## config.mk

```make
export PLATFORM = sky130hd
export DESIGN_NAME = branch_history_table
export DESIGN_NICKNAME = d
export VERILOG_FILES = /design/src/rtl/bp_pkg.sv /design/src/rtl/bp_counter_table.sv /design/src/rtl/branch_history_table.sv
export SDC_FILE = /design/constraint.sdc
export NUM_CORES = 1
export LEC_CHECK = 0
export ABC_AREA = 1
export CORE_MARGIN = 2
export CORE_UTILIZATION = 25
export CTS_CLUSTER_SIZE = 30
export DETAILED_ROUTE_END_ITERATION = 8
export HOLD_SLACK_MARGIN = 0.02
export REMOVE_ABC_BUFFERS = 1
export SLEW_MARGIN = 20
export SYNTH_ARGS = -nofsm -noshare
export SYNTH_HDL_FRONTEND = slang
export SYNTH_SLANG_ARGS = --single-unit
```

## constraint.sdc

```tcl
create_clock -name clk -period 10.6 [get_ports clk]
set_input_delay 2.12 -clock clk [delete_from_list [all_inputs] [get_ports clk]]
set_output_delay 2.12 -clock clk [all_outputs]
set_load 0.01 [all_outputs]
```

## src/rtl/bp_pkg.sv

```systemverilog
// ============================================================================
// bp_pkg: shared branch-predictor types, counter init value and helpers.
// Revision: 1.0
// ============================================================================
`default_nettype none

package bp_pkg;

    typedef struct packed {
        logic        en;
        logic [31:0] pc;
        logic        actual_taken;
    } bp_update_t;

    typedef logic [1:0] bp_ctr_t;

    typedef enum logic [0:0] {
        BP_INIT = 1'b0,
        BP_RUN  = 1'b1
    } bp_state_t;

    localparam bp_ctr_t BP_CTR_INIT = 2'b01;

    function automatic bp_ctr_t bp_ctr_next(input bp_ctr_t c, input logic taken);
        bp_ctr_t n;
        n = c;
        if (taken) begin
            if (c != 2'b11) n = c + 2'b01;
        end else begin
            if (c != 2'b00) n = c - 2'b01;
        end
        return n;
    endfunction

    // Word-aligned PC bits, optionally folded with the next IDX_W bits up.
    function automatic logic [31:0] bp_index(input logic [31:0] pc, input int idx_w,
                                             input bit hash_upper);
        logic [31:0] mask;
        logic [31:0] lo;
        logic [31:0] hi;
        mask = (32'd1 << idx_w) - 32'd1;
        lo   = (pc >> 2) & mask;
        hi   = (pc >> (idx_w + 2)) & mask;
        return hash_upper ? (lo ^ hi) : lo;
    endfunction

endpackage

`default_nettype wire

```

## src/rtl/bp_counter_table.sv

```systemverilog
// ============================================================================
// bp_counter_table: 2-bit counter array with query/update read ports and the
// INIT sweep state machine. Revision: 1.0
// ============================================================================
`default_nettype none

module bp_counter_table
    import bp_pkg::*;
#(
    parameter int NUM_ENTRIES = 256,
    parameter int IDX_W       = $clog2(NUM_ENTRIES)
) (
    input  logic             clk,
    input  logic             rst_n,
    input  logic             flush,
    input  logic [IDX_W-1:0] query_idx,
    output logic             query_pred,
    input  logic [IDX_W-1:0] s2_idx,
    output bp_ctr_t          s2_ctr,
    input  logic             wr_en,
    input  bp_ctr_t          wr_data,
    output logic             ready
);

    bp_ctr_t          mem [NUM_ENTRIES];
    bp_state_t        state;
    bp_state_t        state_next;
    logic [IDX_W-1:0] sweep_idx;
    logic [IDX_W-1:0] sweep_next;
    logic             mem_we;
    logic [IDX_W-1:0] mem_widx;
    bp_ctr_t          mem_wdata;

    always_ff @(posedge clk or negedge rst_n) begin
        if (!rst_n) begin
            state     <= BP_INIT;
            sweep_idx <= '0;
        end else begin
            state     <= state_next;
            sweep_idx <= sweep_next;
        end
    end

    always_comb begin
        state_next = state;
        sweep_next = sweep_idx;
        case (state)
            BP_INIT: begin
                if (flush) begin
                    sweep_next = '0;
                end else if (sweep_idx == IDX_W'(NUM_ENTRIES - 1)) begin
                    state_next = BP_RUN;
                    sweep_next = '0;
                end else begin
                    sweep_next = sweep_idx + 1'b1;
                end
            end
            BP_RUN: begin
                if (flush) begin
                    state_next = BP_INIT;
                    sweep_next = '0;
                end
            end
            default: begin
                state_next = BP_INIT;
                sweep_next = '0;
            end
        endcase
    end

    // The sweep owns the write port while initialising.
    always_comb begin
        mem_we    = wr_en;
        mem_widx  = s2_idx;
        mem_wdata = wr_data;
        if (state == BP_INIT) begin
            mem_we    = 1'b1;
            mem_widx  = sweep_idx;
            mem_wdata = BP_CTR_INIT;
        end
    end

    always_ff @(posedge clk) begin
        if (mem_we) mem[mem_widx] <= mem_wdata;
    end

    assign query_pred = mem[query_idx][1];
    assign s2_ctr     = mem[s2_idx];
    assign ready      = (state == BP_RUN);

endmodule

`default_nettype wire

```

## src/rtl/branch_history_table.sv

```systemverilog
// ============================================================================
// branch_history_table: trains 2-bit counters from bp_update, answers
// same-cycle prediction queries with S1 forwarding, keeps statistics.
// Revision: 1.0
// ============================================================================
`default_nettype none

module branch_history_table
    import bp_pkg::*;
#(
    parameter int NUM_ENTRIES = 256,
    parameter int HASH_UPPER  = 0
) (
    input  logic        clk,
    input  logic        rst_n,
    input  bp_update_t  bp_update,
    input  logic [31:0] query_pc,
    input  logic        query_valid,
    output logic        pred_taken,
    output logic        ready,
    input  logic        flush,
    output logic [31:0] upd_count,
    output logic [31:0] mispred_count,
    output logic [15:0] drop_count
);

    localparam int IDX_W = $clog2(NUM_ENTRIES);

    logic [IDX_W-1:0] upd_idx;
    logic [IDX_W-1:0] query_idx;
    logic [IDX_W-1:0] s1_idx;
    logic             s1_valid;
    logic             s1_taken;
    logic             query_pred;
    bp_ctr_t          s2_ctr;
    bp_ctr_t          s2_next;
    logic             accept;
    logic             s2_fire;
    logic             fwd_hit;
    logic             unused_query_valid;

    assign upd_idx   = IDX_W'(bp_index(bp_update.pc, IDX_W, HASH_UPPER != 0));
    assign query_idx = IDX_W'(bp_index(query_pc, IDX_W, HASH_UPPER != 0));

    // Queries have no side effects; the qualifier is only carried for callers.
    assign unused_query_valid = query_valid;

    assign accept  = bp_update.en && ready && !flush;
    assign s2_fire = s1_valid && !flush;
    assign s2_next = bp_ctr_next(s2_ctr, s1_taken);
    assign fwd_hit = s1_valid && (query_idx == s1_idx);

    bp_counter_table #(
        .NUM_ENTRIES (NUM_ENTRIES),
        .IDX_W       (IDX_W)
    ) u_table (
        .clk        (clk),
        .rst_n      (rst_n),
        .flush      (flush),
        .query_idx  (query_idx),
        .query_pred (query_pred),
        .s2_idx     (s1_idx),
        .s2_ctr     (s2_ctr),
        .wr_en      (s2_fire),
        .wr_data    (s2_next),
        .ready      (ready)
    );

    always_ff @(posedge clk or negedge rst_n) begin
        if (!rst_n) begin
            s1_valid <= 1'b0;
            s1_idx   <= '0;
            s1_taken <= 1'b0;
        end else begin
            s1_valid <= accept;
            if (accept) begin
                s1_idx   <= upd_idx;
                s1_taken <= bp_update.actual_taken;
            end
        end
    end

    always_ff @(posedge clk or negedge rst_n) begin
        if (!rst_n) begin
            upd_count     <= '0;
            mispred_count <= '0;
            drop_count    <= '0;
        end else begin
            if (s2_fire) begin
                upd_count <= upd_count + 32'd1;
                if (s2_ctr[1] != s1_taken) mispred_count <= mispred_count + 32'd1;
            end
            if (bp_update.en && !accept) drop_count <= drop_count + 16'd1;
        end
    end

    // Forwarding returns the post-update prediction while S2 is still in flight.
    always_comb begin
        pred_taken = 1'b0;
        if (ready) pred_taken = fwd_hit ? s2_next[1] : query_pred;
    end

endmodule

`default_nettype wire

```

==> metrics.md <==
| Metric | Value |
|---|---|
| Unrepaired setup endpoints after global routing | `false` |
| Max-slew violations | `0` |
| Worst slew pin tran | `1150 ps` |
| Overflow after GRT | `0` |
| Critical Path RT | `8480 ps` |
| Sequential fraction of the synthesis area | `59.6%` |
| MaxCap Viol Count | `0` |
| Switching part of the total power | `26.6%` |
| Max Freq | `121 MHz` |
| Post-synth ARST share | `16.2%` |
| IO Count | `152` |
| CTS clk-pin slew, worst paths | `60 ps` |
| Area grow syn2layout | `14.2%` |
| Root buffer cell | `clkbuf_16` |
| Post-route core utilization | `28.7%` |
| Die W | `350 µm` |
| Placed Area | `32300 µm²` |
| PortBufs | `102` |
| TritonCTS buffer count | `61` |
| Post-Layout Inst Area | `34200 µm²` |
| Placer Congestion | `0.857` |
| Status | `finished clean` |
| Worst-Skew Late Latency | `660 ps` |
| Crit path time final | `8270 ps` |
| Hold-fix buffers, CTS | `0` |
| EDFF count, synth | `512` |
| Gate power share | `12.3%` |
| Total Power | `0.00546 W` |
| Slew headroom | `23.5%` |
| Post-Syn Area | `30000 µm²` |
| Initial Util | `25.1%` |
| CTS max path bufs | `3` |
| Crit-path max FO | `66` |
| Antenna-violating nets left | `0` |
| Pin count of the biggest net entering global routing | `194` |
| Synth Area per Inst | `9.25 µm²` |
| Routed WL | `91.7 mm` |
| H-tree lvl count | `2` |
| Post-synth top flop | `edfxtp_1` |
| Yosys warnings | `0` |
| GRT Resource Usage Total | `14.6%` |
| Crit share post-route | `78.1%` |
| Nets | `3312` |
| # Post-CTS Setup Buffers | `0` |
| Setup crit end kind | `output port` |
| Initial antenna violation count | `3` |
| Detailed Route Iter0 Violations | `2464` |
| Vias in the first global route | `22.3k` |
| Reg2reg start | `s1_idx[0]` |
| Count of cell types in the netlist | `44` |
| Max IR drop VDD | `0.000123 V` |
| CP Data Arrival Time | `6150 ps` |
| CTS tree | `done` |
| Final hold vios | `0` |
| Int Power | `0.00401 W` |
| Post-route DRC violation count | `0` |
| Hold slack | `497 ps` |
| # rows | `127` |
| Sw Pwr | `0.00145 W` |
| Die Y | `350 µm` |
| Most frequent cells in the layout | `1033 x nand2_1, 672 x nand3_1, 512 x edfxtp_1, 335 x nor2_1, 99 x clkdlybuf4s50_1` |
| # setup viols final | `0` |
| Post-cts resize count | `0` |
| CORE AREA | `119000 µm²` |
| Hold Path Class | `reg2reg` |
| Die ar. | `123000 µm²` |
| Power Dens Cells | `160 nW/µm²` |
| Crit path kind | `in2out` |
| Cells after Synth | `3240` |
| Hold path startpoint | `upd_count[30]` |
| Register share of total power | `48.2%` |
| Clock Skews | `35.1 ps` |
| Commonest non-fill, non-tap cell in the layout | `nand2_1` |
| First-pass GRT wire length | `137 mm` |
| Post-DP HPWL | `52.1 mm` |
| CP startpoint | `query_pc[2]` |
| Routed vias | `23.5k` |
| DR pass1 iterations | `6` |
| Fraction of layout cells with a size suffix above 1 | `6.30%` |
| Setup crit start kind | `primary input` |
| Clock Power Share | `39.5%` |
| Clock sinks | `611` |
| Routed vias/inst | `4.80` |
| Register bit total from synthesis | `611` |
| Leakage Power | `12.0 nW` |
| DR WL/cell | `18.7 µm` |
## worst max-delay path: stages
cell and delay (ps):
buf_4 710, buf_4 820, nand2_1 130, nand3_1 120, nand2_1 60, nand2_1 60, nand2_1 50, o21ai_0 430
nand2_1 100, nand3_1 100, nand3_1 110, nand3b_1 100, nand2_1 50, nand2_1 60, nand2_1 50, a21oi_1 410
clkdlybuf4s50_1 630
## stage by stage
stage | setup TNS [ps] | setup WS (ps) | cells
after floorplan | -1104860 | -2580 | 3036
after global placement | 0 | 2400 | 4787
after CTS | 0 | 2390 | 4896
after global routing | 0 | 2180 | 4896
after detailed placement | 0 | 2410 | 4787
final | 0 | 2330 | 4897
## layer usage
layer | share of wire, % | vias to the layer above | GRT usage, %
met5 | 0.017 | - | 0
met4 | 3.4 | 2 | 5.37
met3 | 7.6 | 198 | 2.39
met2 | 47 | 998 | 24.1
met1 | 42 | 11300 | 19.1
li1 | - | 11000 | -
## synthesized netlist by cell type, types with 4 or more instances
cell type  count  area [µm²]
nand2_1     1036        3890
nand3_1      673        3370
edfxtp_1     512       15400
nor2_1       336        1260
dfrtp_1       99        2480
inv_1         93         349
clkbuf_1      84         315
buf_2         61         305
xor2_1        48         420
o21ai_2       32         280
xnor2_1       32         280
buf_6         29         327
o21ai_0       28         140
nor3_1        24         120
buf_1         20        75.1
nand4_1       19         119
o211ai_1      16         120
a21oi_1       15        75.1
nor4_1        13        81.3
buf_4          9        67.6
inv_2          9        33.8
nor2_4         6        67.6
o22ai_1        6        37.5
nand4_2        5        62.6
ha_1           4        50.1
nand3_2        4        40.0
## registers in the layout, summed over array words and instances, names as in the netlist
register / cells
u_table.mem: 512
mispred_count: 32
upd_count: 32
drop_count: 16
s1_idx: 8
u_table.sweep_idx: 8
s1_taken: 1
s1_valid: 1
u_table.ready: 1
## power groups by stage
stage	Clock [W]	Combinational, W	Sequential [W]
floorplan	0	0.000371	0.00271
global placement	0	0.000660	0.00268
detailed placement	0	0.000663	0.00268
CTS	0.00219	0.000665	0.00263
global route	0.00229	0.000728	0.00263
finish	0.00216	0.000669	0.00263
## layout make-up
type,count,area [µm²]
diodes,1,2.50
clock buffers,72,1640
clock inverters,37,317
fillers,12400,85100
inverters,106,410
multi-input cells,2319,10600
flip-flops and latches,611,17900
well taps,1612,2020
repair buffers,139,1330
## cell families after synthesis
family                     synth area share [%]
and+or+nand+nor                            30.6
adders and majority gates                 0.167
DFF                                        59.6
AOI/OAI and AO/OA                          2.35
buffers and inverters                      5.02
xor gates and xnor gates                   2.34
## worst paths after layout
check,to,depth (start not counted),slack (ps)
min in group asynchronous,upd_count[11],1,1400
max in group asynchronous,s1_idx[1],2,8100
min,upd_count[30],1,500
max,pred_taken,17,2330
min reg2reg,upd_count[30],1,500
max reg2reg,u_table.mem[233][1],18,4750
(Power assumes the default switching activity.)
